<file path="src/rtl/ct_idu_is_pkg.sv">
// Shared sizes and types for the AIQ issue-stage launch-ready create slice.
// Holds entry-count, pipe-count and preg-width defaults plus vector types.
package ct_idu_is_pkg;

   localparam int AIQ_NUM_ENTRY = 8;
   localparam int AIQ_WIDTH     = 2;
   localparam int AIQ_PREG_W    = 7;

   typedef logic [AIQ_NUM_ENTRY-1:0] entry_vec_t;
   typedef logic [AIQ_PREG_W-1:0]    preg_t;
   typedef preg_t [AIQ_WIDTH-1:0]    lch_preg_arr_t;

endpackage

</file>
<file path="src/rtl/ct_idu_is_free_alloc2.sv">
// Two-lowest-set-bit finder: returns one-hot of the lowest and second-lowest
// set bits of vec, each with a found flag. Ports: vec in, *_oh/*_vld out.
module ct_idu_is_free_alloc2
   import ct_idu_is_pkg::*;
#(
   parameter int N = AIQ_NUM_ENTRY
) (
   input  logic [N-1:0] vec,
   output logic [N-1:0] first_oh,
   output logic         first_vld,
   output logic [N-1:0] second_oh,
   output logic         second_vld
);

   logic [N-1:0] one;
   logic [N-1:0] rest;

   assign one = {{(N-1){1'b0}}, 1'b1};

   // x & (~x + 1) isolates the lowest set bit
   assign first_oh   = vec & (~vec + one);
   assign first_vld  = |vec;
   assign rest       = vec & ~first_oh;
   assign second_oh  = rest & (~rest + one);
   assign second_vld = |rest;

endmodule

</file>
<file path="src/rtl/ct_idu_is_aiq_lch_rdy_create.sv">
// AIQ create-side launch-ready generator: allocates up to two free entries per
// cycle, registers create enables, one-hot entries and per-pipe src matches.
// Ports: forever_cpuclk/cpurst (sync, active high), rtu_flush, dis_create0/1
// vld+src_preg, lch_vld/lch_preg/lch_free in; dis_create_rdy, y_create0/1
// dp_en/entry/src_match and free_cnt out.
// Option: CT_IDU_LCH_RDY_LATE_MATCH_EN also ORs a compare of the held create
// src preg against the current-cycle launch into the output src_match.
module ct_idu_is_aiq_lch_rdy_create
   import ct_idu_is_pkg::*;
#(
   parameter int NUM_ENTRY = AIQ_NUM_ENTRY,
   parameter int WIDTH     = AIQ_WIDTH,
   parameter int PREG_W    = AIQ_PREG_W
) (
   input  logic                           forever_cpuclk,
   input  logic                           cpurst,
   input  logic                           rtu_flush,
   input  logic                           dis_create0_vld,
   input  logic [PREG_W-1:0]              dis_create0_src_preg,
   input  logic                           dis_create1_vld,
   input  logic [PREG_W-1:0]              dis_create1_src_preg,
   input  logic [WIDTH-1:0]               lch_vld,
   input  logic [WIDTH*PREG_W-1:0]        lch_preg,
   input  logic [NUM_ENTRY-1:0]           lch_free,
   output logic                           dis_create_rdy,
   output logic                           y_create0_dp_en,
   output logic [NUM_ENTRY-1:0]           y_create0_entry,
   output logic [WIDTH-1:0]               y_create0_src_match,
   output logic                           y_create1_dp_en,
   output logic [NUM_ENTRY-1:0]           y_create1_entry,
   output logic [WIDTH-1:0]               y_create1_src_match,
   output logic [$clog2(NUM_ENTRY+1)-1:0] free_cnt
);

   localparam int CW = $clog2(NUM_ENTRY+1);

   logic [NUM_ENTRY-1:0] free_q;
   logic [NUM_ENTRY-1:0] free_nxt;
   logic [NUM_ENTRY-1:0] rel;
   logic [NUM_ENTRY-1:0] first_oh;
   logic [NUM_ENTRY-1:0] second_oh;
   logic                 first_vld;
   logic                 second_vld;
   logic                 acc0;
   logic                 acc1;
   logic [NUM_ENTRY-1:0] ent0;
   logic [NUM_ENTRY-1:0] ent1;
   logic [CW-1:0]        cnt_nxt;
   logic [WIDTH-1:0]     match0;
   logic [WIDTH-1:0]     match1;
   logic [WIDTH-1:0]     sm0_q;
   logic [WIDTH-1:0]     sm1_q;

   // Two-slot rule: ready only with room for both ports, whatever is valid
   assign dis_create_rdy = (free_cnt >= CW'(2)) && !rtu_flush;

   assign acc0 = dis_create0_vld && dis_create_rdy;
   assign acc1 = dis_create1_vld && dis_create_rdy;

   ct_idu_is_free_alloc2 #(
      .N (NUM_ENTRY)
   ) x_alloc (
      .vec        (free_q),
      .first_oh   (first_oh),
      .first_vld  (first_vld),
      .second_oh  (second_oh),
      .second_vld (second_vld)
   );

   // Create1 takes the lowest entry when create0 is not accepted
   assign ent0 = (acc0 && first_vld) ? first_oh : '0;
   assign ent1 = !acc1 ? '0
               : acc0  ? (second_vld ? second_oh : '0)
               :         (first_vld  ? first_oh  : '0);

   // Frees of already-free entries are dropped; allocation saw free_q only
   assign rel      = lch_free & ~free_q;
   assign free_nxt = (free_q & ~(ent0 | ent1)) | rel;

   always_comb begin
      cnt_nxt = '0;
      for (int i = 0; i < NUM_ENTRY; i++) begin
         cnt_nxt = cnt_nxt + CW'(free_nxt[i]);
      end
   end

   for (genvar i = 0; i < WIDTH; i++) begin : g_match
      assign match0[i] = lch_vld[i]
         && (lch_preg[i*PREG_W +: PREG_W] == dis_create0_src_preg);
      assign match1[i] = lch_vld[i]
         && (lch_preg[i*PREG_W +: PREG_W] == dis_create1_src_preg);
   end

   always_ff @(posedge forever_cpuclk) begin
      if (cpurst || rtu_flush) begin
         free_q          <= '1;
         free_cnt        <= CW'(NUM_ENTRY);
         y_create0_dp_en <= 1'b0;
         y_create0_entry <= '0;
         sm0_q           <= '0;
         y_create1_dp_en <= 1'b0;
         y_create1_entry <= '0;
         sm1_q           <= '0;
      end else begin
         free_q          <= free_nxt;
         free_cnt        <= cnt_nxt;
         y_create0_dp_en <= acc0;
         y_create0_entry <= ent0;
         sm0_q           <= acc0 ? match0 : '0;
         y_create1_dp_en <= acc1;
         y_create1_entry <= ent1;
         sm1_q           <= acc1 ? match1 : '0;
      end
   end

`ifdef CT_IDU_LCH_RDY_LATE_MATCH_EN
   logic [PREG_W-1:0] src0_q;
   logic [PREG_W-1:0] src1_q;
   logic [WIDTH-1:0]  late0;
   logic [WIDTH-1:0]  late1;

   always_ff @(posedge forever_cpuclk) begin
      if (cpurst) begin
         src0_q <= '0;
         src1_q <= '0;
      end else begin
         src0_q <= dis_create0_src_preg;
         src1_q <= dis_create1_src_preg;
      end
   end

   // Catches producers launching while the create is written into the entry
   for (genvar i = 0; i < WIDTH; i++) begin : g_late
      assign late0[i] = y_create0_dp_en && lch_vld[i]
         && (lch_preg[i*PREG_W +: PREG_W] == src0_q);
      assign late1[i] = y_create1_dp_en && lch_vld[i]
         && (lch_preg[i*PREG_W +: PREG_W] == src1_q);
   end

   assign y_create0_src_match = sm0_q | late0;
   assign y_create1_src_match = sm1_q | late1;
`else
   assign y_create0_src_match = sm0_q;
   assign y_create1_src_match = sm1_q;
`endif

   a_free_busy_only : assert property (
      @(posedge forever_cpuclk) disable iff (cpurst || rtu_flush)
      !(|(lch_free & free_q))
   );

   a_entry_disjoint : assert property (
      @(posedge forever_cpuclk) disable iff (cpurst)
      !(|(y_create0_entry & y_create1_entry))
   );

endmodule
</file>
<file path="config.mk">
export PLATFORM = sky130hd
export DESIGN_NAME = ct_idu_is_aiq_lch_rdy_create
export DESIGN_NICKNAME = d
export VERILOG_FILES = /design/src/rtl/ct_idu_is_pkg.sv /design/src/rtl/ct_idu_is_free_alloc2.sv /design/src/rtl/ct_idu_is_aiq_lch_rdy_create.sv
export SDC_FILE = /design/constraint.sdc
export NUM_CORES = 1
export LEC_CHECK = 0
export CAP_MARGIN = 20
export CORE_ASPECT_RATIO = 1.2
export CORE_MARGIN = 2
export CORE_UTILIZATION = 49
export DETAILED_ROUTE_END_ITERATION = 7
export PLACE_DENSITY_LB_ADDON = 0.05
export SYNTH_ARGS = -nofsm -noshare
export SYNTH_HDL_FRONTEND = slang
export SYNTH_SLANG_ARGS = --single-unit
</file>
<file path="constraint.sdc">
create_clock -name forever_cpuclk -period 7.1 [get_ports forever_cpuclk]
set_input_delay 1.065 -clock forever_cpuclk [delete_from_list [all_inputs] [get_ports forever_cpuclk]]
set_output_delay 1.065 -clock forever_cpuclk [all_outputs]
set_load 0.05 [all_outputs]
</file>
After elaboration in Yosys (flattened, before gate mapping)
Index checks and enable logic that the tools add are counted.
{"block": "op_classes", "n_bitwise": 13, "n_addsub": 9, "n_div": 0, "magnitude_cmp": 1, "mul": 0, "reduce_logical": 14, "n_eq_ne": 4, "mux": 5, "shift": 0}
{"op": "$and 8x8->8", "n": 5}
{"op": "$mux 8", "n": 5}
{"op": "$not 8->8", "n": 4}
{"op": "$eq 7x7->1", "n": 4}
{"op": "$add 4x1->4", "n": 4}
{"op": "$add 8x1->8 const B", "n": 2}
{"op": "$or 8x8->8", "n": 2}
{"op": "$reduce_or 8->1", "n": 2}
{"op": "$logic_and 1x1->1", "n": 8}
{"op": "$add 3x1->4", "n": 1}
{"op": "$ge 4x2->1 const B", "n": 1}
{"op": "$reduce_or 2->1", "n": 2}
{"op": "$add 2x1->3", "n": 1}
{"op": "$add 1x1->2", "n": 1}
{"op": "$not 1->1", "n": 2}
{"op": "$logic_not 1->1", "n": 1}
{"op": "$logic_or 1x1->1", "n": 1}
{"block": "totals", "output_inout_bits": 27, "latch_bits": 0, "ff_bits": 34, "n_memories": 0, "elab_cells": 54, "mem_bits_ro": 0, "ramBits": 0}

Longest topological paths before layout
Gate-level depths: netlist of run 1.
{"block": "depth", "word_depth": 22, "mapped_depth": 15}

Modules after synthesis
A second synthesis of run 1 with hierarchy kept.
{"block": "unflattened", "cells_unflattened": 243, "hier_area_um2": 2174.6}
{"mod": "ct_idu_is_aiq_lch_rdy_create", "cells_per_inst": 191, "area_per_inst_um2": 1824.2, "n_inst": 1, "seq_area_each_um2": 680.7}
{"mod": "ct_idu_is_free_alloc2", "cells_per_inst": 52, "area_per_inst_um2": 350.3, "n_inst": 1, "seq_area_each_um2": 0.0}

Worst setup path after synthesis of run 1
Ideal clock, no wire load.
{"block": "synth_timing", "kind": "in2reg", "from": "input rtu_flush", "to": "register free_cnt[2]", "arrival_ps": 4370, "path_stages": 14, "setup_slack_ps": 2652, "required_ps": 7022, "path_cell_list": "buf_2 -> or3_1 -> buf_2 -> o32ai_1 -> a31o_2 -> fa_1 -> inv_1 -> fa_1 -> fa_1 -> ha_1 -> inv_1 -> fa_1 -> xor2_1 -> nor3_1"}
{"block": "synth_between", "elab_chain_cells": 16, "elab_cells_between_ends": 20, "cone_classes": "add/sub (7); mux (3); bitwise (4); reduce/logical (6)"}
{"item": "start: declaration", "line_no": "ct_idu_is_aiq_lch_rdy_create.sv:17", "source": "input logic rtu_flush,"}
{"item": "$logic_not 1->1", "line_no": "ct_idu_is_aiq_lch_rdy_create.sv:55", "source": "assign dis_create_rdy = (free_cnt >= CW'(2)) && !rtu_flush;"}
{"item": "$logic_and 1x1->1", "line_no": "ct_idu_is_aiq_lch_rdy_create.sv:55"}
{"item": "$logic_and 1x1->1", "line_no": "ct_idu_is_aiq_lch_rdy_create.sv:57", "source": "assign acc0 = dis_create0_vld && dis_create_rdy;"}
{"item": "$mux 8 or $logic_and 1x1->1 (tied branches)", "line_no": "ct_idu_is_aiq_lch_rdy_create.sv:73, ct_idu_is_aiq_lch_rdy_create.sv:71"}
{"item": "$mux 8 (on tied branches)", "line_no": "ct_idu_is_aiq_lch_rdy_create.sv:72, ct_idu_is_aiq_lch_rdy_create.sv:71"}
{"item": "$or 8x8->8", "line_no": "ct_idu_is_aiq_lch_rdy_create.sv:78", "source": "assign free_nxt = (free_q & ~(ent0 | ent1)) | rel;"}
{"item": "$not 8->8", "line_no": "ct_idu_is_aiq_lch_rdy_create.sv:78"}
{"item": "$and 8x8->8", "line_no": "ct_idu_is_aiq_lch_rdy_create.sv:78"}
{"item": "$or 8x8->8", "line_no": "ct_idu_is_aiq_lch_rdy_create.sv:78"}
{"item": "$add 1x1->2", "line_no": "ct_idu_is_aiq_lch_rdy_create.sv:83", "source": "cnt_nxt = cnt_nxt + CW'(free_nxt[i]);"}
{"item": "$add 2x1->3", "line_no": "ct_idu_is_aiq_lch_rdy_create.sv:83"}
{"item": "$add 3x1->4", "line_no": "ct_idu_is_aiq_lch_rdy_create.sv:83"}
{"item": "$add 4x1->4 (4 in a row)", "line_no": "ct_idu_is_aiq_lch_rdy_create.sv:83"}
{"item": "end signal: assignment", "line_no": "ct_idu_is_aiq_lch_rdy_create.sv:97", "source": "free_cnt <= CW'(NUM_ENTRY);"}
{"item": "end signal: assignment", "line_no": "ct_idu_is_aiq_lch_rdy_create.sv:106", "source": "free_cnt <= cnt_nxt;"}
{"item": "end: declaration", "line_no": "ct_idu_is_aiq_lch_rdy_create.sv:32", "source": "output logic [$clog2(NUM_ENTRY+1)-1:0] free_cnt"}
Parallel ways exist; a longest one is shown, timed or not.
A chain may end at the register's enable or synchronous reset.

Final worst setup path of run 1
{"block": "layout_timing", "from": "input dis_create0_vld", "to": "register free_cnt[2]"}
{"block": "layout_between", "elab_chain_cells": 14, "elab_cells_between_ends": 16, "cone_classes": "add/sub (7); mux (3); bitwise (4); reduce/logical (2)"}
{"item": "start: declaration", "line_no": "ct_idu_is_aiq_lch_rdy_create.sv:18", "source": "input logic dis_create0_vld,"}
{"item": "$logic_and 1x1->1 *", "line_no": "ct_idu_is_aiq_lch_rdy_create.sv:57"}
{"item": "$mux 8 or $logic_and 1x1->1 (tied branches)", "line_no": "ct_idu_is_aiq_lch_rdy_create.sv:73, ct_idu_is_aiq_lch_rdy_create.sv:71"}
{"item": "$mux 8 (on tied branches)", "line_no": "ct_idu_is_aiq_lch_rdy_create.sv:72, ct_idu_is_aiq_lch_rdy_create.sv:71"}
{"item": "$or 8x8->8 *", "line_no": "ct_idu_is_aiq_lch_rdy_create.sv:78"}
{"item": "$not 8->8 *", "line_no": "ct_idu_is_aiq_lch_rdy_create.sv:78"}
{"item": "$and 8x8->8 *", "line_no": "ct_idu_is_aiq_lch_rdy_create.sv:78"}
{"item": "$or 8x8->8 *", "line_no": "ct_idu_is_aiq_lch_rdy_create.sv:78"}
{"item": "$add 1x1->2", "line_no": "ct_idu_is_aiq_lch_rdy_create.sv:83"}
{"item": "$add 2x1->3", "line_no": "ct_idu_is_aiq_lch_rdy_create.sv:83"}
{"item": "$add 3x1->4", "line_no": "ct_idu_is_aiq_lch_rdy_create.sv:83"}
{"item": "$add 4x1->4 (3 in a row)", "line_no": "ct_idu_is_aiq_lch_rdy_create.sv:83"}
{"item": "$add 4x1->4 *", "line_no": "ct_idu_is_aiq_lch_rdy_create.sv:83"}
Every way passes the cells marked *; elsewhere a longest branch is shown, timed or not.

==> metrics.md, run 1 <==
| Metric | Value |
|---|---|
| Internal power | `0.339 mW` |
| Yosys top cell area share | `0.335` |
| Post-Route M1 WL | `2.09 mm` |
| Clock buffer depth | `2` |
| CP max stage cell | `clkdlybuf4s50_1` |
| Leak | `1.07 nW` |
| Core area | `3970 µm²` |
| Largest net degree at the start of global routing | `24` |
| Fraction of layout cells with a size suffix above 1 | `0.0503` |
| Clock skew | `0.00487 ns` |
| Vias in the first global route | `1852` |
| Ys flop type | `dfxtp_1` |
| Top layer in use | `met4` |
| Nets | `347` |
| Fraction of registers with async set/reset | `0` |
| Chip width | `62.8 µm` |
| Clk_lat worst skew | `0.28 ns` |
| Setup-failing EPs final | `0` |
| Crit-path max cell delay | `0.75 ns` |
| Cts repair resizes | `0` |
| Sequential fraction of the synthesis area | `0.335` |
| Hold buffer count at CTS | `0` |
| Initial antenna violation count | `0` |
| DR vias | `1953` |
| Clock root cell | `clkbuf_8` |
| CP startpoint kind | `primary input` |
| YS warnings | `0` |
| Synthesized area | `2030 µm²` |
| Die area | `4680 µm²` |
| Global placer's final weighted congestion | `0.908` |
| Hold Fails Final Rpt | `0` |
| Initial DRC count | `118` |
| Syn avg cell area | `8.61 µm²` |
| Hold slack | `0.587 ns` |
| Num ports | `70` |
| Final cell area excluding filler cells | `2830 µm²` |
| Hold Crit Class | `register to register` |
| Fin cells | `352` |
| Clock sink total | `34` |
| Switching part of the total power | `0.252` |
| Overall routing resource usage | `0.231` |
| DRT Wirelength | `5.16 mm` |
| Clock power frac | `0.357` |
| Area contributors post-synth | `dfxtp_1, xnor2_1, fa_1, nor3_1, inv_1` |
| Post-synth EDFFs | `0` |
| Achievable frequency | `193 MHz` |
| PwrDens | `160 nW/µm²` |
| Critical path class | `primary input to register` |
| TritonCTS clock tree | `built` |
| Status | `completed` |
| Yosys reg bits | `34` |
| First-pass GRT wire length | `8.35 mm` |
| Total CTS buffers | `5` |
| CP arrival | `5.39 ns` |
| Drt wl/cell | `14.7 µm` |
| HPWL Detailed | `4.11 mm` |
| Comb pwr share | `0.207` |
| Htree depth | `2` |
| Worst VDD drop | `0.144 mV` |
| # Max-Cap Violations | `0` |
| Layout Area Growth over Synthesis | `39.3%` |
| Clk slew on worst S/H paths | `0.07 ns` |
| Crit. End Element | `register` |
| Row count | `25` |
| Largest fanout on the critical path | `12` |
| Synth Instances | `236` |
| Critical-path cell list | `clkdlybuf4s50_1, inv_1, or3_1, o32ai_1, a31o_2, fa_1, inv_1, fa_1, fa_1, ha_1, inv_1, fa_1, xor2_1, nor3_1` |
| IO Port Bufs | `69` |
| Mapped Nets | `286` |
| P_sw | `0.114 mW` |
| Met2 WL | `2.52 mm` |
| Antenna cell count | `0` |
| Routed Antenna Nets | `0` |
| Synth area leader | `dfxtp_1` |
| Post-route minimum period | `5.18 ns` |
| DRT Pass-1 Iters | `4` |
| Most used cell, CP | `fa_1` |
| Hold Path Cell Cnt | `1` |
| Worst slew pin tran | `0.719 ns` |
| Chip height | `74.5 µm` |
| Slew headroom | `0.520` |
| Setup TNS | `0 ns` |
| Final max-slew violation count | `0` |
| Starting Density | `0.511` |
| Required time worst endpoint | `7.31 ns` |
| Worst Reg2Reg Path Length in Cells | `13` |
| Placed instance area | `2720 µm²` |
| Met3 WL | `353 µm` |
| DRC | `0` |
| Seq pwr share | `0.436` |
| Synth cell types | `45` |
| Tcrit/Tclk final | `0.730` |
| GRT Residual Overflow | `0` |
| Postcts setup bufs | `0` |
| Vias per cell | `5.55` |
| RSZ-0062 raised after global routing | `false` |
| Cells after DPL | `344` |
-- cells by family after synthesis --
logic type | count (synthesis) | share of synthesized area
AND/OR/NAND/NOR | 86 | 0.246
flip-flops | 34 | 0.335
adder cells (fa/ha/maj) | 8 | 0.0628
AO/OA/AOI/OAI | 42 | 0.141
buffers and inverters | 31 | 0.0640
XOR/XNOR | 35 | 0.151
-- critical path: cells and delay by family --
family / cells / cell delay, ns
simple gates: 2 / 0.67
compound gates: 2 / 0.50
xor+xnor: 1 / 0.17
fa+ha+maj: 5 / 1.91
buf+inv: 4 / 1.07
-- placed cells by master (no fill, tap or decap), types with 2 or more instances in the layout --
cell             synthesis  layout
fa_1                     4       4
and2_1                   2       2
inv_1                   16      16
o21ai_0                  8       8
o32ai_1                  2       2
a2111oi_0                2       2
a31o_2                   2       2
nor3_1                  16      16
nand2b_1                 9       9
or4_1                    3       3
a21oi_1                  9       9
xor2_1                   2       2
and3_1                   6       6
a31oi_1                  5       5
nand2_1                 12      12
dfxtp_1                 34      34
nor4b_1                  2       2
clkdlybuf4s50_1          0      69
a211oi_1                 3       3
nand4_1                  9       9
or3_1                    4       4
ha_1                     3       3
nand3_1                  3       3
xnor2_1                 33      33
nor3b_1                  2       2
o22ai_1                  3       3
nor2_1                  12      12
clkbuf_8                 0       8
-- power groups by stage --
| stage | Combinational (mW) | Sequential (mW) | Clock (mW) |
|---|---|---|---|
| 6_report | 0.0937 | 0.198 | 0.162 |
| 4_1_cts | 0.0939 | 0.198 | 0.166 |
| 3_5_place_dp | 0.0932 | 0.202 | 0 |
| 2_1_floorplan | 0.0410 | 0.211 | 0 |
| 3_3_place_gp | 0.0922 | 0.202 | 0 |
| 5_1_grt | 0.101 | 0.198 | 0.174 |
-- cell type report --
cell class / instances / area [µm²]
multi-input combinational: 171 / 1220
tap: 54 / 67.6
clock buffer: 8 / 110
inverter: 16 / 60.1
fill: 341 / 1140
timing repair buffer: 69 / 691
sequential: 34 / 681
-- registers in the layout, summed over array words and instances (netlist names) --
| signal | flops |
|---|---|
| free_cnt | 4 |
| free_q | 8 |
| y_create0_dp_en | 1 |
| y_create0_entry | 8 |
| y_create0_src_match | 2 |
| y_create1_dp_en | 1 |
| y_create1_entry | 8 |
| y_create1_src_match | 2 |
-- cell usage after synthesis (all sizes together), types with 3 or more instances --
master   n
xnor2   33
ha       3
nand2   12
nor3    17
clkbuf   5
nand3    3
a211oi   4
fa       4
nor2    12
nand2b   9
o21ai    8
or4      3
and3     6
buf     10
inv     16
dfxtp   34
or3      4
nand4    9
a31oi    5
a21oi    9
nor4b    3
o22ai    3
-- stage by stage --
stage               setup slack (ns)   util  total power [mW]
global route                    1.75  0.712             0.473
detailed placement              1.68  0.685             0.295
finish                          1.92  0.712             0.454
global placement                1.79  0.685             0.294
floorplan                       2.65      -             0.252
CTS                             1.96  0.712             0.458
-- metal layers --
metal,global-route usage,vias up
li1,-,954
met1,0.261,893
met2,0.416,85
met3,0.0590,21
met4,0.104,0
met5,0,-
-- final timing paths --
check	from	endpoint	slack (ns)
min reg2reg	free_q[7]	y_create0_entry[7]	0.59
max reg2reg	free_cnt[1]	free_cnt[2]	2.87
max	dis_create0_vld	free_cnt[2]	1.92
min	free_q[7]	y_create0_entry[7]	0.59
No activity file was read; power rests on OpenSTA's default activity.
==> run 2, diff against run 1 <==
--- a/config.mk
+++ b/config.mk
@@ -8,7 +8,7 @@
 export CAP_MARGIN = 20
 export CORE_ASPECT_RATIO = 1.2
 export CORE_MARGIN = 2
-export CORE_UTILIZATION = 49
+export CORE_UTILIZATION = 45
 export DETAILED_ROUTE_END_ITERATION = 7
 export PLACE_DENSITY_LB_ADDON = 0.05
 export SYNTH_ARGS = -nofsm -noshare
==> constraint.sdc (replaced) <==
create_clock -name forever_cpuclk -period 4.9 [get_ports forever_cpuclk]
set_input_delay 0.735 -clock forever_cpuclk [delete_from_list [all_inputs] [get_ports forever_cpuclk]]
set_output_delay 0.735 -clock forever_cpuclk [all_outputs]
set_load 0.05 [all_outputs]
==> metrics.md, run 2 (synthesis gave the netlist of run 1 again) <==
| Metric | Value |
|---|---|
| Comb pwr share | `0.219 (+0.012)` |
| Hold buffer count at CTS | `0 (unchanged)` |
| Total CTS buffers | `5 (unchanged)` |
| Clock buffer depth | `2 (unchanged)` |
| DRT Wirelength | `5.14 mm (-0.47%)` |
| Critical path class | `primary input to register` |
| Hold Fails Final Rpt | `0 (unchanged)` |
| GRT busiest layer | `met2` |
| Overall routing resource usage | `0.213 (-0.0176)` |
| Global routing met3 resource utilization | `0.0464 (-0.0126)` |
| Starting Density | `0.473 (-0.0383)` |
| PwrDens | `222 nW/µm² (+38%)` |
| Most used cell, CP | `fa_1` |
| Internal power | `0.465 mW (+37%)` |
| Tcrit/Tclk final | `0.901` |
| CP arrival | `4.62 ns (-0.77 ns)` |
| Global placer's final weighted congestion | `0.970 (+6.8%)` |
| Fin cells | `358 (+1.7%)` |
| DRT Pass-1 Iters | `4 (unchanged)` |
| Commonest cells after routing, fill and taps aside | `clkdlybuf4s50_1, dfxtp_1, xnor2_1` |
| Vias per cell | `5.49 (-0.97%)` |
| Critical Path End | `free_cnt[2]` |
| Clock root cell | `clkbuf_8` |
| Cells after DPL | `350 (+1.7%)` |
| Crit path from | `dis_create1_vld` |
| RR Endpoint | `free_cnt[2]` |
| Critical-path cell list | `clkdlybuf4s50_1, inv_1, or3_1, o32ai_1, a31o_2, fa_1, inv_1, fa_1, fa_1, ha_1, inv_1, fa_1, xor2_1, nor3_1` |
| Reg-to-reg startpoint | `free_cnt[1]` |
| Slew headroom | `0.505 (-0.0144)` |
| GRT Residual Overflow | `0 (unchanged)` |
| RSZ-0062 raised after global routing | `false` |
| CP startpoint kind | `primary input` |
| DRC | `0 (unchanged)` |
| Vias in the first global route | `1798 (-2.9%)` |
| Seq pwr share | `0.454 (+0.018)` |
| Drt wl/cell | `14.3 µm (-2.1%)` |
| # Max-Cap Violations | `0 (unchanged)` |
| Hold slack | `0.587 ns (-0.000654 ns)` |
| Setup-failing EPs final | `0 (unchanged)` |
| Clock skew | `0.00975 ns (+0.00487 ns)` |
| Setup TNS | `0 ns (unchanged)` |
| Commonest non-fill, non-tap cell in the layout | `clkdlybuf4s50_1` |
| Chip height | `77.6 µm (+4.1%)` |
| Required time worst endpoint | `5.10 ns (-2.21 ns)` |
| Crit. End Element | `register` |
| Worst slew pin tran | `0.739 ns (+0.0199 ns)` |
| Status | `completed` |
| R2r setup slk | `0.79 ns (-2.08 ns)` |
| Num ports | `70 (unchanged)` |
| Final cell area excluding filler cells | `2840 µm² (+0.49%)` |
| Chip width | `65.3 µm (+4.1%)` |
| Worst Reg2Reg Path Length in Cells | `14 (+1)` |
| Worst VDD drop | `0.160 mV (+12%)` |
| Clock sink total | `34 (unchanged)` |
| P_sw | `0.166 mW (+45%)` |
| Leak | `1.08 nW (+0.86%)` |
| TritonCTS clock tree | `built` |
| Regs by FF count | `free_q: 8 flops, y_create0_entry: 8 flops, y_create1_entry: 8 flops` |
| Fraction of layout cells with a size suffix above 1 | `0.0596 (+0.00927)` |
| Nets | `351 (+1.2%)` |
| First-pass GRT wire length | `8.40 mm (+0.66%)` |
| Layout Area Growth over Synthesis | `40.0%` |
| Initial antenna violation count | `0 (unchanged)` |
| Hold Crit Class | `register to register` |
| CP max stage cell | `clkdlybuf4s50_1` |
| Initial DRC count | `118 (unchanged)` |
| Antenna cell count | `0 (unchanged)` |
| Routed Antenna Nets | `0 (unchanged)` |
| HPWL Detailed | `4.13 mm (+0.61%)` |
| Achievable frequency | `226 MHz` |
| Largest net degree at the start of global routing | `24 (unchanged)` |
| Placed instance area | `2750 µm² (+1.2%)` |
| Htree depth | `2 (unchanged)` |
| Die area | `5070 µm² (+8.4%)` |
| Global-route met1 utilization | `0.273 (+0.0121)` |
| Post-route minimum period | `4.42 ns` |
| Crit-path max cell delay | `0.55 ns (-0.20 ns)` |
| Row count | `26 (+4.0%)` |
| Core area | `4290 µm² (+8.1%)` |
| Clk slew on worst S/H paths | `0.06 ns (about the same)` |
| Cts repair resizes | `0 (unchanged)` |
| IO Port Bufs | `69 (unchanged)` |
| Post-place setup slack | `0.226 ns (-1.45 ns)` |
| Setup ws final | `0.485 ns (-1.43 ns)` |
| Postcts setup bufs | `0 (unchanged)` |
| Largest fanout on the critical path | `6 (-6)` |
| Final max-slew violation count | `0 (unchanged)` |
| DR vias | `1967 (+0.72%)` |
| Met2 Use GR | `0.344 (-0.0719)` |
| Clk_lat worst skew | `0.28 ns (about the same)` |
| Switching part of the total power | `0.263 (+0.0108)` |
| Clock power frac | `0.327 (-0.030)` |
==> run 2: cell count changes in the layout (fill, tap and decap cells not counted), sizes merged <==
cell / change
buf: +4
clkinv: +1
clkbuf: -1
==> run 2: worst max-delay path: cells and delay by family <==
family / cells / cell delay [ns]
buffers and inverters: 4 / 0.80
AOI/OAI and AO/OA: 2 / 0.45
xor gates and xnor gates: 1 / 0.17
adders and majority gates: 5 / 1.88
and+or+nand+nor: 2 / 0.58
==> run 2: power groups by stage <==
stage          clock (mW)  sequential, mW  combinational [mW]
2_1_floorplan           0           0.306              0.0594
3_3_place_gp            0           0.293               0.138
3_5_place_dp            0           0.293               0.138
4_1_cts             0.211           0.286               0.139
5_1_grt             0.221           0.287               0.150
6_report            0.206           0.287               0.138
==> run 2: metrics by stage <==
stage               power (mW)   util
floorplan                0.365      -
global placement         0.431  0.641
detailed placement       0.430  0.641
CTS                      0.636  0.662
global route             0.658  0.662
finish                   0.631  0.662
==> run 2: how the worst min path moves through the flow <==
stage | from | depth (start not counted) | slack [ns] | endpoint
6_report | free_q[7] | 1 | 0.59 | y_create0_entry[7]
3_3_place_gp | free_q[7] | 1 | 0.57 | y_create0_entry[7]
2_1_floorplan | free_q[2] | 2 | 0.50 | y_create0_entry[2]
3_5_place_dp | free_q[7] | 1 | 0.57 | y_create0_entry[7]
5_1_grt | free_q[7] | 1 | 0.62 | y_create0_entry[7]
4_1_cts | free_q[7] | 1 | 0.58 | y_create0_entry[7]
==> run 2: cell type report <==
| class | count | area, µm² |
|---|---|---|
| fill | 374 | 1450 |
| multi-input combinational | 171 | 1220 |
| timing repair buffer | 73 | 721 |
| sequential | 34 | 681 |
| clock buffer | 7 | 86.3 |
| tap | 56 | 70.1 |
| inverter | 16 | 60.1 |
| clock inverter | 1 | 5.00 |
==> run 2: metal layers <==
metal  share of wire  routed length (µm)
met3           0.088                 453
met4           0.026                 131
met5               0                   0
met2            0.49                2500
met1            0.40                2050
==> run 3, diff against run 2 <==
--- a/config.mk
+++ b/config.mk
@@ -7,7 +7,6 @@
 export LEC_CHECK = 0
 export CAP_MARGIN = 20
 export CORE_ASPECT_RATIO = 1.2
-export CORE_MARGIN = 2
 export CORE_UTILIZATION = 45
 export DETAILED_ROUTE_END_ITERATION = 7
 export PLACE_DENSITY_LB_ADDON = 0.05
==> metrics.md, run 3 (synthesis gave the netlist of run 1 again) <==
| Metric | Value |
|---|---|
| Htree depth | `2 (unchanged)` |
| Core area | `4290 µm² (unchanged)` |
| Vias in the first global route | `1859 (+3.4%)` |
| Regs by FF count | `free_q: 8 flops, y_create0_entry: 8 flops, y_create1_entry: 8 flops` |
| Largest fanout on the critical path | `6 (unchanged)` |
| Vias per cell | `5.52 (+0.43%)` |
| Crit. End Element | `register` |
| Setup-failing EPs final | `0 (unchanged)` |
| Fraction of layout cells with a size suffix above 1 | `0.0565 (-0.00312)` |
| HPWL Detailed | `4.06 mm (-1.7%)` |
| DRT Wirelength | `5.15 mm (+0.21%)` |
| # Max-Cap Violations | `0 (unchanged)` |
| R2r setup slk | `0.77 ns (-0.02 ns)` |
| Commonest cells after routing, fill and taps aside | `clkdlybuf4s50_1, dfxtp_1, xnor2_1` |
| Cts repair resizes | `0 (unchanged)` |
| RSZ-0062 raised after global routing | `false` |
| GRT Residual Overflow | `0 (unchanged)` |
| Placed instance area | `2750 µm² (-0.27%)` |
| Clk slew on worst S/H paths | `0.07 ns (about the same)` |
| CP arrival | `4.63 ns (about the same)` |
| Tcrit/Tclk final | `0.903 (+0.00152)` |
| Nets | `350 (-0.28%)` |
| Required time worst endpoint | `5.11 ns (about the same)` |
| GRT busiest layer | `met2` |
| Critical Path End | `free_cnt[2]` |
| Final max-slew violation count | `0 (unchanged)` |
| First-pass GRT wire length | `8.54 mm (+1.6%)` |
| Met2 Use GR | `0.404 (+0.0604)` |
| Reg-to-reg startpoint | `free_cnt[1]` |
| Die area | `4790 µm² (-5.6%)` |
| Leak | `1.08 nW (-0.41%)` |
| Global placer's final weighted congestion | `0.933 (-3.7%)` |
| Critical path class | `primary input to register` |
| Worst slew pin tran | `0.809 ns (+0.0701 ns)` |
| Worst VDD drop | `0.133 mV (-17%)` |
| Total CTS buffers | `5 (unchanged)` |
| Routed Antenna Nets | `0 (unchanged)` |
| Initial DRC count | `54 (-54%)` |
| IO Port Bufs | `69 (unchanged)` |
| CP startpoint kind | `primary input` |
| Hold Crit Class | `register to register` |
| Clock sink total | `34 (unchanged)` |
| Commonest non-fill, non-tap cell in the layout | `clkdlybuf4s50_1` |
| Initial antenna violation count | `0 (unchanged)` |
| Fin cells | `357 (-0.28%)` |
| Setup TNS | `0 ns (unchanged)` |
| Hold Fails Final Rpt | `0 (unchanged)` |
| Row count | `26 (unchanged)` |
| Hold buffer count at CTS | `0 (unchanged)` |
| Drt wl/cell | `14.4 µm (+0.49%)` |
| Layout Area Growth over Synthesis | `39.6%` |
| Clock skew | `0.00462 ns (-0.00513 ns)` |
| Starting Density | `0.473 (unchanged)` |
| Status | `completed` |
| Largest net degree at the start of global routing | `24 (unchanged)` |
| Num ports | `70 (unchanged)` |
| DR vias | `1970 (+0.15%)` |
| Achievable frequency | `226 MHz (-0.17%)` |
| Postcts setup bufs | `0 (unchanged)` |
| Global routing met3 resource utilization | `0.0599 (+0.0135)` |
| Clock root cell | `clkbuf_8` |
| RR Endpoint | `free_cnt[2]` |
| Global-route met1 utilization | `0.267 (-0.00594)` |
| Overall routing resource usage | `0.235 (+0.0221)` |
| Worst Reg2Reg Path Length in Cells | `14 (unchanged)` |
| DRT Pass-1 Iters | `4 (unchanged)` |
| Total power | `0.634 mW (+0.52%)` |
| Antenna cell count | `0 (unchanged)` |
| Chip height | `75.6 µm (-2.6%)` |
| Utilization after layout | `0.661 (-0.00175)` |
| Post-route minimum period | `4.42 ns (+0.00745 ns)` |
| Crit path from | `dis_create1_vld` |
| Chip width | `63.3 µm (-3.1%)` |
| Final cell area excluding filler cells | `2840 µm² (-0.26%)` |
| Hold path startpoint | `free_q[7]` |
| Clk_lat worst skew | `0.29 ns (about the same)` |
| Slew headroom | `0.459 (-0.0469)` |
| TritonCTS clock tree | `built` |
| PwrDens | `224 nW/µm² (+0.79%)` |
| DRC | `0 (unchanged)` |
| Cells after DPL | `349 (-0.29%)` |
| Clock buffer depth | `2 (unchanged)` |
## run 3: how the worst min path moves through the flow
stage,to,cells past startpoint
global route,y_create0_entry[7],1
CTS,y_create0_entry[7],1
detailed placement,y_create0_entry[7],1
finish,y_create0_entry[7],1
global placement,y_create0_entry[7],1
floorplan,y_create0_entry[2],2
## run 3: final cells by class
cell class | instances | area [µm²]
fillers | 391 | 1460
multi-input cells | 171 | 1220
repair buffers | 72 | 713
flip-flops and latches | 34 | 681
clock buffers | 7 | 86.3
well taps | 56 | 70.1
inverters | 16 | 60.1
clock inverters | 1 | 5.00
## run 3: power by group
part	internal [mW]	total (mW)	switching, mW
clock	0.113	0.209	0.0960
sequential	0.281	0.287	0.00503
combinational	0.0701	0.139	0.0685
## run 3: metal layers
| layer | wire (µm) | vias up |
|---|---|---|
| met5 | 0 | - |
| met4 | 172 | 0 |
| met3 | 369 | 17 |
| met2 | 2510 | 93 |
| met1 | 2090 | 898 |
| li1 | - | 962 |
## run 3: critical path, cell delays in order
cell	delay (ns)
clkdlybuf4s50_1	0.54
inv_1	0.10
or3_1	0.46
o32ai_1	0.29
a31o_2	0.16
fa_1	0.41
inv_1	0.08
fa_1	0.44
fa_1	0.52
ha_1	0.17
inv_1	0.06
fa_1	0.38
xor2_1	0.17
nor3_1	0.12
## run 3: metrics by stage
| stage | hold slack [ns] | worst slack [ns] |
|---|---|---|
| finish | 0.601 | 0.477 |
| floorplan | 0.503 | 0.782 |
| global placement | 0.565 | 0.294 |
| global route | 0.617 | 0.299 |
| detailed placement | 0.583 | 0.231 |
| CTS | 0.592 | 0.481 |
